--- config.mk ---
export PLATFORM = sky130hd
export DESIGN_NAME = mdu_iter
export DESIGN_NICKNAME = d
export VERILOG_FILES = /design/src/rtl/mdu_iter.sv
export SDC_FILE = /design/constraint.sdc
export NUM_CORES = 1
export LEC_CHECK = 0
export ABC_AREA = 1
export CORE_MARGIN = 3
export CORE_UTILIZATION = 57
export DETAILED_ROUTE_END_ITERATION = 8
export PLACE_DENSITY_LB_ADDON = 0.12
export SLEW_MARGIN = 10
export SYNTH_ARGS = -nofsm -noshare
export SYNTH_HDL_FRONTEND = slang
export SYNTH_SLANG_ARGS = --single-unit
--- constraint.sdc ---
create_clock -name clk -period 7 [get_ports clk]
set_clock_uncertainty 0.15 [all_clocks]
set_input_delay 1.4 -clock clk [delete_from_list [all_inputs] [get_ports clk]]
set_output_delay 1.4 -clock clk [all_outputs]
set_load 0.05 [all_outputs]
--- src/rtl/mdu_iter.sv ---
// Iterative RV32M multiply/divide unit: shift-add multiply and restoring divide,
// one iteration per clock, with a valid/ready result handshake and flush.
//
// state  | meaning
// S_IDLE | ready for a new operation
// S_CALC | iterating, cnt_q counts 0..DATA_WIDTH-1
// S_DONE | result_q valid, waiting for out_ready
module mdu_iter #(
  parameter int DATA_WIDTH = 32,
  parameter int CNT_WIDTH  = 6
) (
  input  logic                  clk,
  input  logic                  rst_n,
  input  logic                  flush,
  input  logic                  in_valid,
  output logic                  in_ready,
  input  logic [2:0]            op,
  input  logic [DATA_WIDTH-1:0] data1,
  input  logic [DATA_WIDTH-1:0] data2,
  output logic                  out_valid,
  input  logic                  out_ready,
  output logic [DATA_WIDTH-1:0] result,
  output logic                  busy
);

  localparam int W = DATA_WIDTH;

  typedef enum logic [1:0] {S_IDLE, S_CALC, S_DONE} state_e;

  state_e               state_q, state_d;
  logic [CNT_WIDTH-1:0] cnt_q, cnt_d;
  logic [2:0]           op_q, op_d;
  logic                 neg_q, neg_d;
  logic                 rneg_q, rneg_d;
  logic [W-1:0]         opb_q, opb_d;
  logic [2*W-1:0]       acc_q, acc_d;
  logic [W-1:0]         result_q, result_d;

  logic           sgn1, sgn2, s1, s2, is_div, div0, ovf;
  logic [W-1:0]   mag1, mag2;
  logic [W:0]     mul_sum, rem_sh, diff;
  logic [2*W-1:0] mul_nx, div_nx, iter_nx, prod_s;
  logic [W-1:0]   quot_s, rem_s, fin;

  always_comb begin
    sgn1   = !((op == 3'b011) || (op == 3'b101) || (op == 3'b111));
    sgn2   = (op == 3'b000) || (op == 3'b001) || (op == 3'b100) || (op == 3'b110);
    s1     = sgn1 & data1[W-1];
    s2     = sgn2 & data2[W-1];
    mag1   = s1 ? -data1 : data1;
    mag2   = s2 ? -data2 : data2;
    is_div = op[2];
    div0   = (data2 == '0);
    ovf    = ((op == 3'b100) || (op == 3'b110)) &&
             (data1 == {1'b1, {(W-1){1'b0}}}) && (data2 == '1);

    // Multiply: multiplier sits in the low half and shifts out as the product shifts in.
    mul_sum = {1'b0, acc_q[2*W-1:W]} + {1'b0, opb_q};
    mul_nx  = acc_q[0] ? {mul_sum, acc_q[W-1:1]} : {1'b0, acc_q[2*W-1:1]};
    // Divide: {remainder, dividend/quotient} shift left together.
    rem_sh  = acc_q[2*W-1:W-1];
    diff    = rem_sh - {1'b0, opb_q};
    div_nx  = diff[W] ? {acc_q[2*W-2:0], 1'b0} : {diff[W-1:0], acc_q[W-2:0], 1'b1};
    iter_nx = op_q[2] ? div_nx : mul_nx;

    prod_s = neg_q  ? -iter_nx : iter_nx;
    quot_s = neg_q  ? -iter_nx[W-1:0] : iter_nx[W-1:0];
    rem_s  = rneg_q ? -iter_nx[2*W-1:W] : iter_nx[2*W-1:W];
    case (op_q)
      3'b000:                 fin = prod_s[W-1:0];
      3'b001, 3'b010, 3'b011: fin = prod_s[2*W-1:W];
      3'b100, 3'b101:         fin = quot_s;
      default:                fin = rem_s;
    endcase
  end

  always_comb begin
    state_d  = state_q;
    cnt_d    = cnt_q;
    op_d     = op_q;
    neg_d    = neg_q;
    rneg_d   = rneg_q;
    opb_d    = opb_q;
    acc_d    = acc_q;
    result_d = result_q;
    case (state_q)
      S_IDLE: begin
        if (in_valid && !flush) begin
          op_d   = op;
          neg_d  = s1 ^ s2;
          rneg_d = s1;
          cnt_d  = '0;
          if (is_div && div0) begin
            result_d = op[1] ? data1 : '1;
            state_d  = S_DONE;
          end else if (ovf) begin
            result_d = op[1] ? '0 : data1;
            state_d  = S_DONE;
          end else begin
            acc_d   = is_div ? {{W{1'b0}}, mag1} : {{W{1'b0}}, mag2};
            opb_d   = is_div ? mag2 : mag1;
            state_d = S_CALC;
          end
        end
      end
      S_CALC: begin
        acc_d = iter_nx;
        cnt_d = cnt_q + CNT_WIDTH'(1);
        if (cnt_q == CNT_WIDTH'(W - 1)) begin
          result_d = fin;
          state_d  = S_DONE;
        end
      end
      S_DONE: begin
        if (out_ready) state_d = S_IDLE;
      end
      default: state_d = S_IDLE;
    endcase
    if (flush) state_d = S_IDLE;
  end

  always_ff @(posedge clk or negedge rst_n) begin
    if (!rst_n) begin
      state_q  <= S_IDLE;
      cnt_q    <= '0;
      op_q     <= '0;
      neg_q    <= 1'b0;
      rneg_q   <= 1'b0;
      opb_q    <= '0;
      acc_q    <= '0;
      result_q <= '0;
    end else begin
      state_q  <= state_d;
      cnt_q    <= cnt_d;
      op_q     <= op_d;
      neg_q    <= neg_d;
      rneg_q   <= rneg_d;
      opb_q    <= opb_d;
      acc_q    <= acc_d;
      result_q <= result_d;
    end
  end

  assign in_ready  = (state_q == S_IDLE);
  assign busy      = (state_q != S_IDLE);
  assign out_valid = (state_q == S_DONE);
  assign result    = result_q;

endmodule
Yosys cells after proc, flatten, opt, wreduce, memory -nomap -nowiden
Index checks and enable logic that the tools add are counted.
{"block": "classes", "n_addsub": 8, "eq_ne": 24, "n_reduce_logical": 26, "mux": 31, "n_bitwise": 5}
{"op": "two-way mux 64 bit", "n": 7}
{"op": "two-way mux 32 bit", "n": 12}
{"op": "negation 32 bit", "n": 4}
{"op": "case mux 64 bit (2 select lines)", "n": 1}
{"op": "case mux 32 bit (3 select lines)", "n": 1}
{"op": "equality test 32 bit, second input constant", "n": 2}
{"op": "negation 64 bit", "n": 1}
{"op": "case mux 32 bit (2 select lines)", "n": 1}
{"op": "adder 32 x 32 -> 33 bit", "n": 1}
{"op": "subtractor 33 x 32 -> 33 bit", "n": 1}
{"op": "zero test 32 bit", "n": 1}
{"op": "equality test 3 bit, second input constant", "n": 6}
{"op": "two-way mux 2 bit", "n": 6}
{"op": "case mux 6 bit (2 select lines)", "n": 1}
{"op": "AND reduction 4 bit", "n": 3}
{"op": "equality test 3 x 2 -> 1 bit, second input constant", "n": 3}
{"op": "adder 6 x 1 -> 6 bit, second input constant", "n": 1}
{"op": "equality test 3 x 1 -> 1 bit, second input constant", "n": 2}
{"op": "equality test 6 x 5 -> 1 bit, second input constant", "n": 1}
{"op": "zero test 3 bit", "n": 2}
{"op": "logical OR 1 bit", "n": 6}
{"op": "two-way mux 6 bit", "n": 1}
{"op": "!= test 2 bit, second input constant", "n": 3}
{"op": "!= test 3 x 2 -> 1 bit, second input constant", "n": 2}
{"op": "17 further kinds", "n": 25}
{"block": "totals", "output_inout_bits": 35, "register_bits": 141, "in_bits": 72, "word_cells": 102}

Logic depth before layout (Yosys ltp)
{"block": "depth", "ltp_word": 11, "depth_mapped": 37, "depth_no_buf": 36}

Worst setup path after synthesis
Ideal clock, no wire load.
{"block": "synth_timing", "path_type": "flip-flop to flip-flop", "from": "register acc_q[31]", "to": "register result_q[10], in the netlist result[10]", "synth_period_minus_slack_ps": 4329, "required_ps": 6732, "path_slack_ps": 2671, "setup_time_ps": 118, "n_path_buf": 1, "stages_incl_launch_ff": 37, "t_arrival_ps": 4061, "cell_sequence": "dfrtp_1 > inv_1 > ha_1 > inv_1 > fa_1 > nand3_1 > nand3_2 > nand2_1 > nand2_2 > nand2_2 > nand2_2 > nand2_2 > nand3_2 > nand2_4 > buf_6 > nand2_2 > o21ai_4 > ha_1 > nand3_1 > nor2_1 > nand2_1 > nor2_2 > nand3_1 > nor2_1 > nand3_2 > nor2_4 > nand4_2 > clkinv_1 > nand2_1 > o21ai_2 > nand2_1 > nand2_1 > o22ai_1 > nor2_1 > nand2_1 > nand2_1 > nand2_1"}
{"block": "synth_between", "elab_chain_cells": 8, "word_cells_on_any_way": 13, "classes_between": "add/sub: 4; mux: 9"}
{"item": "from (decl)", "line_no": "36", "rtl": "logic [2*W-1:0] acc_q, acc_d;"}
{"item": "from (signal assigned)", "line_no": "130", "rtl": "acc_q <= '0;"}
{"item": "from (signal assigned)", "line_no": "139", "rtl": "acc_q <= acc_d;"}
{"item": "subtractor 33 x 32 -> 33 bit", "line_no": "62", "rtl": "diff = rem_sh - {1'b0, opb_q};"}
{"item": "two-way mux 64 bit", "line_no": "63", "rtl": "div_nx = diff[W] ? {acc_q[2*W-2:0], 1'b0} : {diff[W-1:0], acc_q[W-2:0], 1'b1};"}
{"item": "two-way mux 64 bit (*)", "line_no": "64", "rtl": "iter_nx = op_q[2] ? div_nx : mul_nx;"}
{"item": "negation 64 bit, or another cell as far along", "line_no": "66", "rtl": "prod_s = neg_q ? -iter_nx : iter_nx;"}
{"item": "two-way mux 64 bit, or another cell as far along", "line_no": "66"}
{"item": "case mux 32 bit (3 select lines) (*)", "line_no": "69", "rtl": "case (op_q)"}
{"item": "two-way mux 32 bit (*)", "line_no": "109", "rtl": "if (cnt_q == CNT_WIDTH'(W - 1)) begin"}
{"item": "case mux 32 bit (2 select lines) (*)", "line_no": "86", "rtl": "case (state_q)"}
{"item": "to (signal assigned)", "line_no": "140", "rtl": "result_q <= result_d;"}
{"item": "to (decl)", "line_no": "37", "rtl": "logic [W-1:0] result_q, result_d;"}
Every way passes the cells marked *; elsewhere a longest branch is shown, timed or not. The select of a mux whose other input is x is not followed.
A chain may end at the register's enable or synchronous reset.

Worst setup path after layout
Same ends and word-level chain as after synthesis.

==> run_results.csv <==
group,metric,value,unit
outcome,status,"complete, but fails checks",
outcome,violations,"design-rule violations",
min_path,hold_path_class,"flip-flop to flip-flop",
global_route,antenna_found_initial,4,
timing,worstMarginPinSlew,1.111,ns
setup_path,cp.required,7.20,ns
routing,dr.pass1.iters,9,
placement,gp_congestion,1.121,
clock_tree,clock_tree.buffer_depth,2,
placement,post-place-ws,1.771,ns
global_route,use_met2,69.16,%
synth,yosysWarnings,0,
placement,numPortBuffers,106,
setup_path,cp_slowest_cell,"fa_1",
routing,vias_per_cell,6.244,
placement,placed_area,19160,sq um
die,rows,64,
timing,final.min_clock_period,5.402,ns
clock_tree,cts_resized,0,
routing,totalWireLength,79.22,mm
power,vdd_ir_drop_max,0.3482,mV
die,io_pins,107,
global_route,grt_use_met3,11.73,%
synth,ys_async_sr_fraction,100.0,%
synth,netlist_top_cells_count,"925 x nand2_1, 405 x inv_1, 356 x nor2_1, 247 x o21ai_0, 209 x nand3_1",
synth,synth.top_cells.by_area,"dfrtp_1 20%, nand2_1 19%, inv_1 8.5%",
setup_path,critPathMaxFanout,24,
synth,synth.top_cell.area_share,19.64,%
setup_path,slowest_delay,0.43,ns
synth,synthesis.nets,3282,
die,die_h,183.6,um
synth,synth-edff-count,0,
die,die-area,33690,sq um
clock_tree,hold_buffers,0,
global_route,grt_max_degree,89,
synth,synthFlopType,"dfrtp_1",
routing,drtAntennaViolNets,0,
synth,ys_types,54,
die,start_util,58.28,%
final_layout,layout-drive-gt1-share,5.129,%
timing,tns,0,ns
die,core-area,30830,sq um
clock_tree,postCtsSetupRepairBufs,0,
synth,synth_cells,3138,
timing,fmax,185.1,MHz
synth,synth_top_cell_by_area,"dfrtp_1",
timing,setup_violations,0,
global_route,grt_pass1_vias,20680,
clock_tree,clkTransAtPathRegs,0.08,ns
global_route,busiest_layer,"met2",
routing,drc,2,
job,drv_cap,0,
synth,yosysMostFrequentCell,"nand2_1",
final_layout,stdcell_area,19780,sq um
setup_path,path_common_cell,"nand2_1",
routing,vias,22340,
timing,rsz0062_at_grt,"false",
global_route,grt_usage,46.23,%
final_layout,area_delta_synth_final,10.09,%
timing,slew_viol_final,0,
power,power_density,519.5,nW/um^2
clock_tree,numCtsBuffers,17,
global_route,grtUsageMet1,57.08,%
clock_tree,cts.sinks,141,
synth,seq_area_frac_synth,19.64,%
global_route,grt.overflow.total,0,
power,leakagePower,9.921,nW
clock_tree,htreeDepth,4,
synth,ys_seq_elements,141,
routing,wl_per_cell,22.15,um
timing,fin_ws,1.598,ns
clock_tree,root_buffer,"clkbuf_16",
setup_path,end_kind,"flip-flop",
setup_path,worstSetupPathType,"flip-flop to flip-flop",
timing,period_share,77.18,%
synth,syn_avg_cell_area,5.726,sq um
timing,max_slew_margin,25.18,%
timing,hold_viol_final,0,
setup_path,startpoint_type,"flip-flop",
global_route,grt_first_pass_wirelength,118.9,mm
synth,synth_area,17970,sq um
setup_path,cp.arrival,5.61,ns
die,die_w,183.6,um
clock_tree,cts_tree,"yes",
clock_tree,clk_latency,0.46,ns
routing,drtIter0Drc,3675,
placement,hpwl,62.72,mm
setup_path,rrSetupSlack,1.60,ns
final_layout,nNetsFinal,3309,
[power by group]
part	switching [W]	total (W)	internal [W]
Clock	0.000446	0.000994	0.000548
Combinational	0.00560	0.00779	0.00219
Sequential	0.000361	0.00149	0.00113
Total	0.00641	0.0103	0.00387
[path summary, 6_finish.rpt]
check	depth (start not counted)	from	end
min in group asynchronous	1	rst_n	opb_q[25]
max reg2reg	35	acc_q[31]	result[10]
min reg2reg	2	result[26]	result[26]
max	35	acc_q[31]	result[10]
max in group asynchronous	2	rst_n	op_q[2]
min	2	result[26]	result[26]
[sequential cells by signal, indices dropped and copies added, names as in the netlist]
signal,flops
cnt_q,6
result,32
rneg_q,1
state_q,2
op_q,3
acc_q,64
neg_q,1
opb_q,32
[metrics by stage]
step                hold slack (ns)  util (%)  std cells  total power, W
finish                       0.3277     64.16       3577         0.01028
CTS                          0.3328     64.14       3574        0.009946
floorplan                    0.3040         -       3138        0.006652
detailed placement           0.3146     62.16       3542        0.008926
global route                 0.3486     64.14       3574         0.01094
global placement             0.3142     62.16       3542        0.008820
[critical path: cells and delay by family, from the launching register on]
| kind | cells | cell delay (ns) |
|---|---|---|
| AO/OA/AOI/OAI | 3 | 0.58 |
| AND/OR/NAND/NOR | 26 | 3.01 |
| adder cells (fa/ha/maj) | 3 | 0.90 |
| flip-flops | 1 | 0.37 |
| buffers and inverters | 3 | 0.29 |
[layer usage]
| metal | vias to the layer above | share of wire, % |
|---|---|---|
| met3 | 414 | 13 |
| met5 | - | 0.014 |
| met2 | 1616 | 41 |
| met4 | 2 | 9.7 |
| li1 | 10240 | - |
| met1 | 10060 | 36 |
[cell usage in the layout (no fill, tap or decap), types with 4 or more instances in the layout]
master	instances
nor3_1	36
o31ai_1	10
xor2_1	64
o21bai_1	14
inv_6	5
inv_2	11
clkdlybuf4s50_1	104
xnor2_1	34
nor2_4	8
o21ai_0	247
nand4_1	40
nor2_2	22
dfrtp_1	139
o21ai_1	35
nand3_1	209
a21oi_2	6
nand3_2	6
o211ai_1	40
clkbuf_16	17
o22ai_1	46
nand2_4	4
nor2_1	353
o21ai_2	7
a21oi_1	166
nor4_1	12
o21a_1	4
ha_1	70
inv_1	404
a31oi_1	15
a211oi_1	20
nand2_1	925
nand3b_1	11
a31o_2	4
buf_4	23
nand2_2	28
[cell type report]
type / count / area (sq um)
clock inverter: 14 / 170.2
multi-input combinational: 2460 / 12340
antenna: 3 / 7.507
sequential: 141 / 3533
clock buffer: 18 / 439.2
fill: 2984 / 11050
tap: 396 / 495.5
timing repair buffer: 129 / 1230
inverter: 416 / 1562
[logic make-up after synthesis]
family                   after synthesis  share of synthesized area [%]
AO/OA/AOI/OAI                        625                          19.70
flip-flops                           141                          19.64
AND/OR/NAND/NOR                     1665                          39.03
adder cells (fa/ha/maj)               72                          5.097
buffers and inverters                537                          11.76
XOR/XNOR                              98                          4.777
Note: power is estimated with default switching activity, not from simulation.
